$ cat config.mk
export PLATFORM = sky130hd
export DESIGN_NAME = wb_write_arbiter
export DESIGN_NICKNAME = d
export VERILOG_FILES = /design/src/rtl/wb_write_arbiter.sv
export SDC_FILE = /design/constraint.sdc
export NUM_CORES = 1
export LEC_CHECK = 0
export CAP_MARGIN = 40
export CORE_UTILIZATION = 49
export CTS_BUF_LIST = sky130_fd_sc_hd__clkbuf_4
export DETAILED_ROUTE_END_ITERATION = 12
export GPL_TIMING_DRIVEN = 0
export PLACE_DENSITY = 0.84
export SLEW_MARGIN = 0
export SYNTH_ARGS = -nofsm -noshare
export SYNTH_HDL_FRONTEND = slang
export SYNTH_SLANG_ARGS = --single-unit
$ cat constraint.sdc
create_clock -name clk -period 3.5 [get_ports clk]
set_clock_uncertainty 0.2 [all_clocks]
set_input_delay 0.7 -clock clk [delete_from_list [all_inputs] [get_ports clk]]
set_output_delay 0.7 -clock clk [all_outputs]
set_load 0.005 [all_outputs]
$ cat src/rtl/wb_write_arbiter.sv
// Merges the two MEM/WB writeback streams onto one register-file write port.
// An ordered pending queue absorbs the second write and a look-ahead stall prevents overflow.
module wb_write_arbiter #(
  parameter int DEPTH  = 4,
  parameter int DATA_W = 32,
  parameter int ADDR_W = 3
) (
  input  logic              clk,
  input  logic              reset,
  input  logic              wb1_valid,
  input  logic [ADDR_W-1:0] wb1_rd,
  input  logic [DATA_W-1:0] wb1_data,
  input  logic              wb1_flag_we,
  input  logic [3:0]        wb1_flags,
  input  logic              wb2_valid,
  input  logic [ADDR_W-1:0] wb2_rd,
  input  logic [DATA_W-1:0] wb2_data,
  input  logic              wb2_flag_we,
  input  logic [3:0]        wb2_flags,
  output logic              stall,
  output logic              rf_we,
  output logic [ADDR_W-1:0] rf_addr,
  output logic [DATA_W-1:0] rf_wdata,
  output logic              flag_we,
  output logic [3:0]        flag_val,
  input  logic [ADDR_W-1:0] fwd_addr,
  output logic              fwd_hit,
  output logic [DATA_W-1:0] fwd_data
);

  localparam int SEQ_N = DEPTH + 1;
  localparam int CNT_W = $clog2(SEQ_N + 1);

  logic [CNT_W-1:0]  count;
  logic [CNT_W-1:0]  seqLen;
  logic [CNT_W-1:0]  countNext;
  logic [ADDR_W-1:0] qAddr   [DEPTH];
  logic [DATA_W-1:0] qData   [DEPTH];
  logic [ADDR_W-1:0] seqAddr [SEQ_N];
  logic [DATA_W-1:0] seqData [SEQ_N];
  logic              accept;
  logic              e1;
  logic              e2;
  logic              nonEmpty;

  // Stalling at DEPTH-1 occupants always leaves room for a full pair.
  assign stall     = count > CNT_W'(DEPTH - 2);
  assign accept    = !stall;
  assign e1        = wb1_valid & accept & ~(wb2_valid & (wb1_rd == wb2_rd));
  assign e2        = wb2_valid & accept;
  assign seqLen    = count + CNT_W'(e1) + CNT_W'(e2);
  assign nonEmpty  = seqLen != '0;
  assign countNext = seqLen - CNT_W'(nonEmpty);

  // Stage p0: logical sequence = queued entries, then e1, then e2
  always_comb begin
    for (int i = 0; i < SEQ_N; i++) begin
      seqAddr[i] = '0;
      seqData[i] = '0;
    end
    for (int i = 0; i < DEPTH; i++) begin
      if (CNT_W'(i) < count) begin
        seqAddr[i] = qAddr[i];
        seqData[i] = qData[i];
      end
    end
    for (int i = 0; i < SEQ_N; i++) begin
      if (e1 && (CNT_W'(i) == count)) begin
        seqAddr[i] = wb1_rd;
        seqData[i] = wb1_data;
      end
      if (e2 && (CNT_W'(i) == count + CNT_W'(e1))) begin
        seqAddr[i] = wb2_rd;
        seqData[i] = wb2_data;
      end
    end
  end

  // Stage p1: head retires, remainder shifts down; slots beyond count are don't-care
  always_ff @(posedge clk) begin
    for (int i = 0; i < DEPTH; i++) begin
      qAddr[i] <= seqAddr[i+1];
      qData[i] <= seqData[i+1];
    end
  end

  always_ff @(posedge clk or negedge reset) begin
    if (!reset) begin
      count    <= '0;
      rf_we    <= 1'b0;
      rf_addr  <= '0;
      rf_wdata <= '0;
      flag_we  <= 1'b0;
      flag_val <= '0;
    end else begin
      count <= countNext;
      rf_we <= nonEmpty;
      if (nonEmpty) begin
        rf_addr  <= seqAddr[0];
        rf_wdata <= seqData[0];
      end
      if (accept && wb2_flag_we) begin
        flag_we  <= 1'b1;
        flag_val <= wb2_flags;
      end else if (accept && wb1_flag_we) begin
        flag_we  <= 1'b1;
        flag_val <= wb1_flags;
      end else begin
        flag_we  <= 1'b0;
      end
    end
  end

  // Ascending scan lets the youngest matching entry win.
  always_comb begin
    fwd_hit  = 1'b0;
    fwd_data = '0;
    for (int i = 0; i < DEPTH; i++) begin
      if ((CNT_W'(i) < count) && (qAddr[i] == fwd_addr)) begin
        fwd_hit  = 1'b1;
        fwd_data = qData[i];
      end
    end
  end

endmodule

After elaboration in Yosys (flattened, before gate mapping)
Memory sizes are Yosys's and may differ from the RTL's.
Index checks and enable logic that the tools add are counted.

storage, ports and cells
  output and inout bits = 75
  register bits = 44
  RAM bits = 140
  input bits = 87
  word-level logic and storage cells = 95
  memories kept = 2

cells by class
  add/subtract/negate cells = 3
  bitwise operators = 5
  reductions and logical operators = 21
  order comparisons = 5
  multiplexer cells = 40
  eq/ne operators = 13

memory list
  name   depth  bits a word  read ports  clocked after memory_dff  write ports  RTL line  source
  qData  4      32           4           0                         4            38        logic [DATA_W-1:0] qData [DEPTH];
  qAddr  4      3            4           0                         4            37        logic [ADDR_W-1:0] qAddr [DEPTH];

operators with widths
  cell                                                                   count
  32-bit 2-to-1 mux                                                      18
  3-bit 2-to-1 mux                                                       14
  1-bit logical AND                                                      16
  3-bit equality test                                                    5
  2-bit by 3-bit equality test with 1-bit output (first input constant)  4
  4-bit 2-to-1 mux                                                       2
  3-bit by 1-bit adder with 3-bit output                                 2
  1-bit by 3-bit equality test with 1-bit output (first input constant)  2
  3-bit equality test (first input constant)                             2
  3-bit logical NOT                                                      2
  1-bit by 3-bit < comparator with 1-bit output (first input constant)   2
  2-bit by 3-bit < comparator with 1-bit output (first input constant)   2
  1-bit 2-to-1 mux                                                       6
  1-bit bitwise AND                                                      4
  3-bit by 2-bit > comparator with 1-bit output (second input constant)  1
  3-bit nonzero test                                                     1
  3-bit by 1-bit subtractor with 3-bit output                            1
  2-bit nonzero test                                                     1
  1-bit logical NOT                                                      1
  1-bit inverter                                                         1

Depth between registers and ports, before layout
  depth in word-level cells = 8
  depth in mapped cells = 15
  depth with buffers taken out = 12

Worst setup path before layout
OpenSTA, ideal clock, no wires.

  path kind = in2reg
  start = in wb2_rd[1]
  end = reg count[2]
  buffers on the path = 2
  data arrival time = 3.697 ns
  setup time = 0.129 ns
  data required time = 3.171 ns
  slack = -0.526 ns
  cell stages on the path = 14
  cell sequence = xnor2_1 > a41oi_2 > clkbuf_1 > and2_1 > ha_1 > ha_1 > ha_1 > xor3_1 > nor3_4 > inv_2 > buf_2 > ha_1 > ha_1 > xor2_1

on the way
  word-level cells in the longest chain between the ends = 8

ends and longest elaborated chain
  item                                                 RTL line  source
  from (decl)                                          16        input logic [ADDR_W-1:0] wb2_rd,
  3-bit equality test                                  49        assign e1 = wb1_valid & accept & ~(wb2_valid & (wb1_rd == wb2_rd));
  1-bit bitwise AND                                    49
  1-bit inverter                                       49
  1-bit bitwise AND                                    49
  3-bit by 1-bit adder with 3-bit output (2 in a row)  51        assign seqLen = count + CNT_W'(e1) + CNT_W'(e2);
  3-bit nonzero test                                   52        assign nonEmpty = seqLen != '0;
  net nonEmpty                                         44        logic nonEmpty;
  3-bit by 1-bit subtractor with 3-bit output          53        assign countNext = seqLen - CNT_W'(nonEmpty);
  net countNext[2]                                     36        logic [CNT_W-1:0] countNext;
  to (signal assigned)                                 96        count <= countNext;
  to (decl)                                            34        logic [CNT_W-1:0] count;

The timed path passes the listed nets, and every way through them passes these cells.
A chain may end at the register's enable or synchronous reset.

==> results.md <==
- Status: finished with violations
- Failing checks: setup timing
- Reg2Reg Depth: 15
- Setup slack, reg-to-reg: 80 ps
- FP Rows: 48
- Final setup vio count: 5
- Max FO, Critical Path: 7
- Final hold violation count: 0
- Num CTS Buffers: 17
- Synth Area in Simple Gates: 17.3%
- Vias in the first global route: 8654
- Root Driver: clkbuf_4
- Final WS setup: -23.4 ps
- Fillers: 1302
- Synth async-reset ratio: 23.9%
- Yosys reg bits: 184
- Mux cell area share after synthesis: 0%
- CTS tree: built
- LEAKAGE: 4.49 nW
- Post-Synth Adder-Cell Area: 0.872%
- Mean area per synthesized cell: 9.17 sq um
- Syn. warnings: 0
- Routed wl met2: 14900 um
- Clk buf depth: 2
- Final min period: 3520 ps
- Die Span X: 135 um
- DRC Markers: 0
- Hold crit path type: in -> reg
- Final HPWL DP: 20200 um
- Final ANT Viol Nets: 0
- Die Footprint: 18100 sq um
- Metal-1 WL: 11700 um
- Highest Signal Layer: met4
- Largest stage delay on the critical path: 610 ps
- Starting Density: 49.9%
- H-tree depth: 4
- Min-Delay Startpoint: wb1_rd[1]
- Ports: 162
- Fin crit share: 101%
- RSZ-0062 raised after global routing: true
- Multi-input gate area: 4760 sq um
- Area Growth Syn to Fin: 35.4%
- MaxCap Viol Count: 0
- Compound-Gate Fraction of Synth Area: 27.3%
- Cell Pwr Density: 839 nW/um^2
- Remaining Overflow, GRT: 0
- Largest net degree at the start of global routing: 25
- Vias after detailed routing: 9062
- Clock sink count: 184
- Final Max Tran Viols: 0
- WHS Endpoint: qAddr[1][1]
- Clk slew on worst S/H paths: 130 ps
- Worst-Margin Slew: 721 ps
- Reg area: 3910 sq um
- Synth unique cells: 45
- Mapped cell area: 8610 sq um
- Antenna violations before repair: 1
- Largest family of logic cells by synthesized area: compound AO/OA/AOI/OAI gates
- Core area: 17200 sq um
- CP Capture Type: output pin
- Startpoint Class: flop
- Buffers on Ports: 161
- WP data arrival: 2620 ps
- # nets final: 1235
- Reg-to-reg endpoint: count[2]
- Vias/cell: 6.56
- Tot Pwr: 9.79 mW
- CP Data Required Time: 2600 ps
- Critical path type: reg -> out
- GR Util All Layers: 33.6%
- Layout cells sized above 1: 20.3%
- Worst hold path depth: 2
- Register area share after synthesis: 45.3%
- Critical R2R Launch: count[0]
- Metal3 WL: 3630 um
- First-pass GRT wire length: 46700 um
- Post-synth EDFFs: 0
- Skew-Pair Late Insertion Delay: 610 ps
- Peak supply drop: 0.480 mV
- Post-synthesis xor/xnor area fraction: 2.01%
- Iter 0 DRT Violations: 1319
- Gate count after technology mapping: 939
- Main synth FF type: dfxtp_1
- Die height: 135 um
- Post-Syn Nets: 1032
- TritonRoute pass-1 iters: 9
- Drt total wl: 31300 um
- WL/cell: 22.7 um
- Relative slew margins: 51.9%
- Worst path cell trace: xor2_1 > nor4_4 > clkbuf_8 > nand3_2 > a221oi_2 > buf_2
- Achievable Freq: 284 MHz
- Min Hold Slack: 210 ps
- TNS Setup: -85.7 ps
- GPL Wtd Cong: 0.929
- Critical path's slowest cell: nor4_4
state kept, by name, summed over array words and instances (netlist names):
register,count
rf_addr,3
flag_we,1
flag_val,4
qAddr,12
qData,128
count,3
rf_wdata,32
rf_we,1
kinds of logic after synthesis:
family | count (synthesis)
simple gates | 304
fa+ha+maj | 6
xor+xnor | 18
flops | 184
buf+inv | 136
compound gates | 291
power breakdown:
part	internal (mW)	total, mW	switching, mW
sequential	2.71	3.08	0.365
combinational	2.53	5.67	3.14
clock	0.313	1.04	0.723
metal layers:
| metal | track usage (%) | up-vias |
|---|---|---|
| met5 | 0 | - |
| met4 | 16.4 | 0 |
| met3 | 7.96 | 118 |
| met2 | 53.5 | 692 |
| met1 | 43.0 | 4327 |
| li1 | - | 3925 |
cell type report:
class	count	area share [%]
diodes	1	0.0215
plain buffers	93	5.65
clock buffers	23	1.48
clock inverters	9	0.333
inverters	41	1.34
multi-input cells	619	40.8
flip-flops and latches	184	33.5
well taps	225	2.41
repair buffers	186	14.4
metrics by stage:
step | util (%) | instances | instance area [sq um] | setup WS [ps]
floorplan | - | 939 | 8770 | -170
global placement | 61.8 | 1325 | 10700 | -1470
detailed placement | 61.9 | 1326 | 10700 | -1530
CTS | 65.1 | 1366 | 11200 | -43.3
global route | 67.7 | 1381 | 11700 | -72.8
finish | 67.7 | 1381 | 11700 | -23.4
timing repair:
item / in CTS / in global routing
pin swaps: 30 / 27
hold buffers: 1 / 0
setup endpoints to repair: 172 / 62
resized for setup: 233 / 82
gates cloned: 0 / 4
buffers inserted: 9 / 10
endpoints found under the hold margin: 20 / 0
cells in the final DEF, fill, tap and decap left out, types with 36 or more instances in the layout:
cell / count
a21oi_1: 39
buf_2: 47
a211oi_1: 91
a22o_1: 38
nand3_1: 50
and2_1: 36
nor2_1: 138
dfrtp_1: 42
clkbuf_1: 40
dfxtp_1: 139
clkdlybuf4s50_1: 117
inv_1: 40
Yosys cell counts (2+ instances only):
cell / n / share of area (%)
nand4_1: 2 / 0.15
and2_1: 37 / 2.7
nor2_1: 138 / 6.0
buf_4: 4 / 0.35
a22o_1: 38 / 3.9
a21oi_1: 39 / 2.3
a21o_1: 3 / 0.26
xnor2_1: 10 / 1.0
and3_1: 2 / 0.15
a221oi_1: 32 / 3.3
inv_1: 40 / 1.7
a211oi_2: 10 / 1.5
a211oi_1: 91 / 7.9
a221o_1: 32 / 3.7
and4_1: 3 / 0.31
nor3_1: 35 / 2.0
ha_1: 6 / 0.87
nand3_1: 69 / 4.0
dfrtp_1: 44 / 13
clkbuf_1: 56 / 2.4
nor4_4: 2 / 0.49
xor2_1: 7 / 0.71
nor3_4: 2 / 0.38
dfxtp_1: 140 / 33
o22ai_1: 7 / 0.51
buf_2: 25 / 1.5
nor3b_1: 2 / 0.17
buf_6: 8 / 1.0
nand2_1: 4 / 0.17
a32oi_1: 35 / 3.6
buf_1: 2 / 0.087
worst max-delay path: cells and delay by family, from the launching register on:
kind / cells / cell delay, ps
xor gates and xnor gates: 1 / 180
DFF: 1 / 350
and+or+nand+nor: 2 / 700
buffers and inverters: 2 / 490
AOI/OAI and AO/OA: 1 / 300
how the worst max path moves through the flow:
stage                     start            to  slack (ps)  depth (start not counted)
finish              qAddr[0][1]  fwd_data[25]         -20                          6
global route           count[1]  fwd_data[22]         -70                          9
CTS                 fwd_addr[1]  fwd_data[19]         -40                          7
detailed placement    wb2_rd[0]      count[2]       -1530                         15
global placement      wb2_rd[0]      count[2]       -1470                         15
floorplan             wb1_rd[0]      count[2]        -170                         14
(Power assumes the default switching activity.)
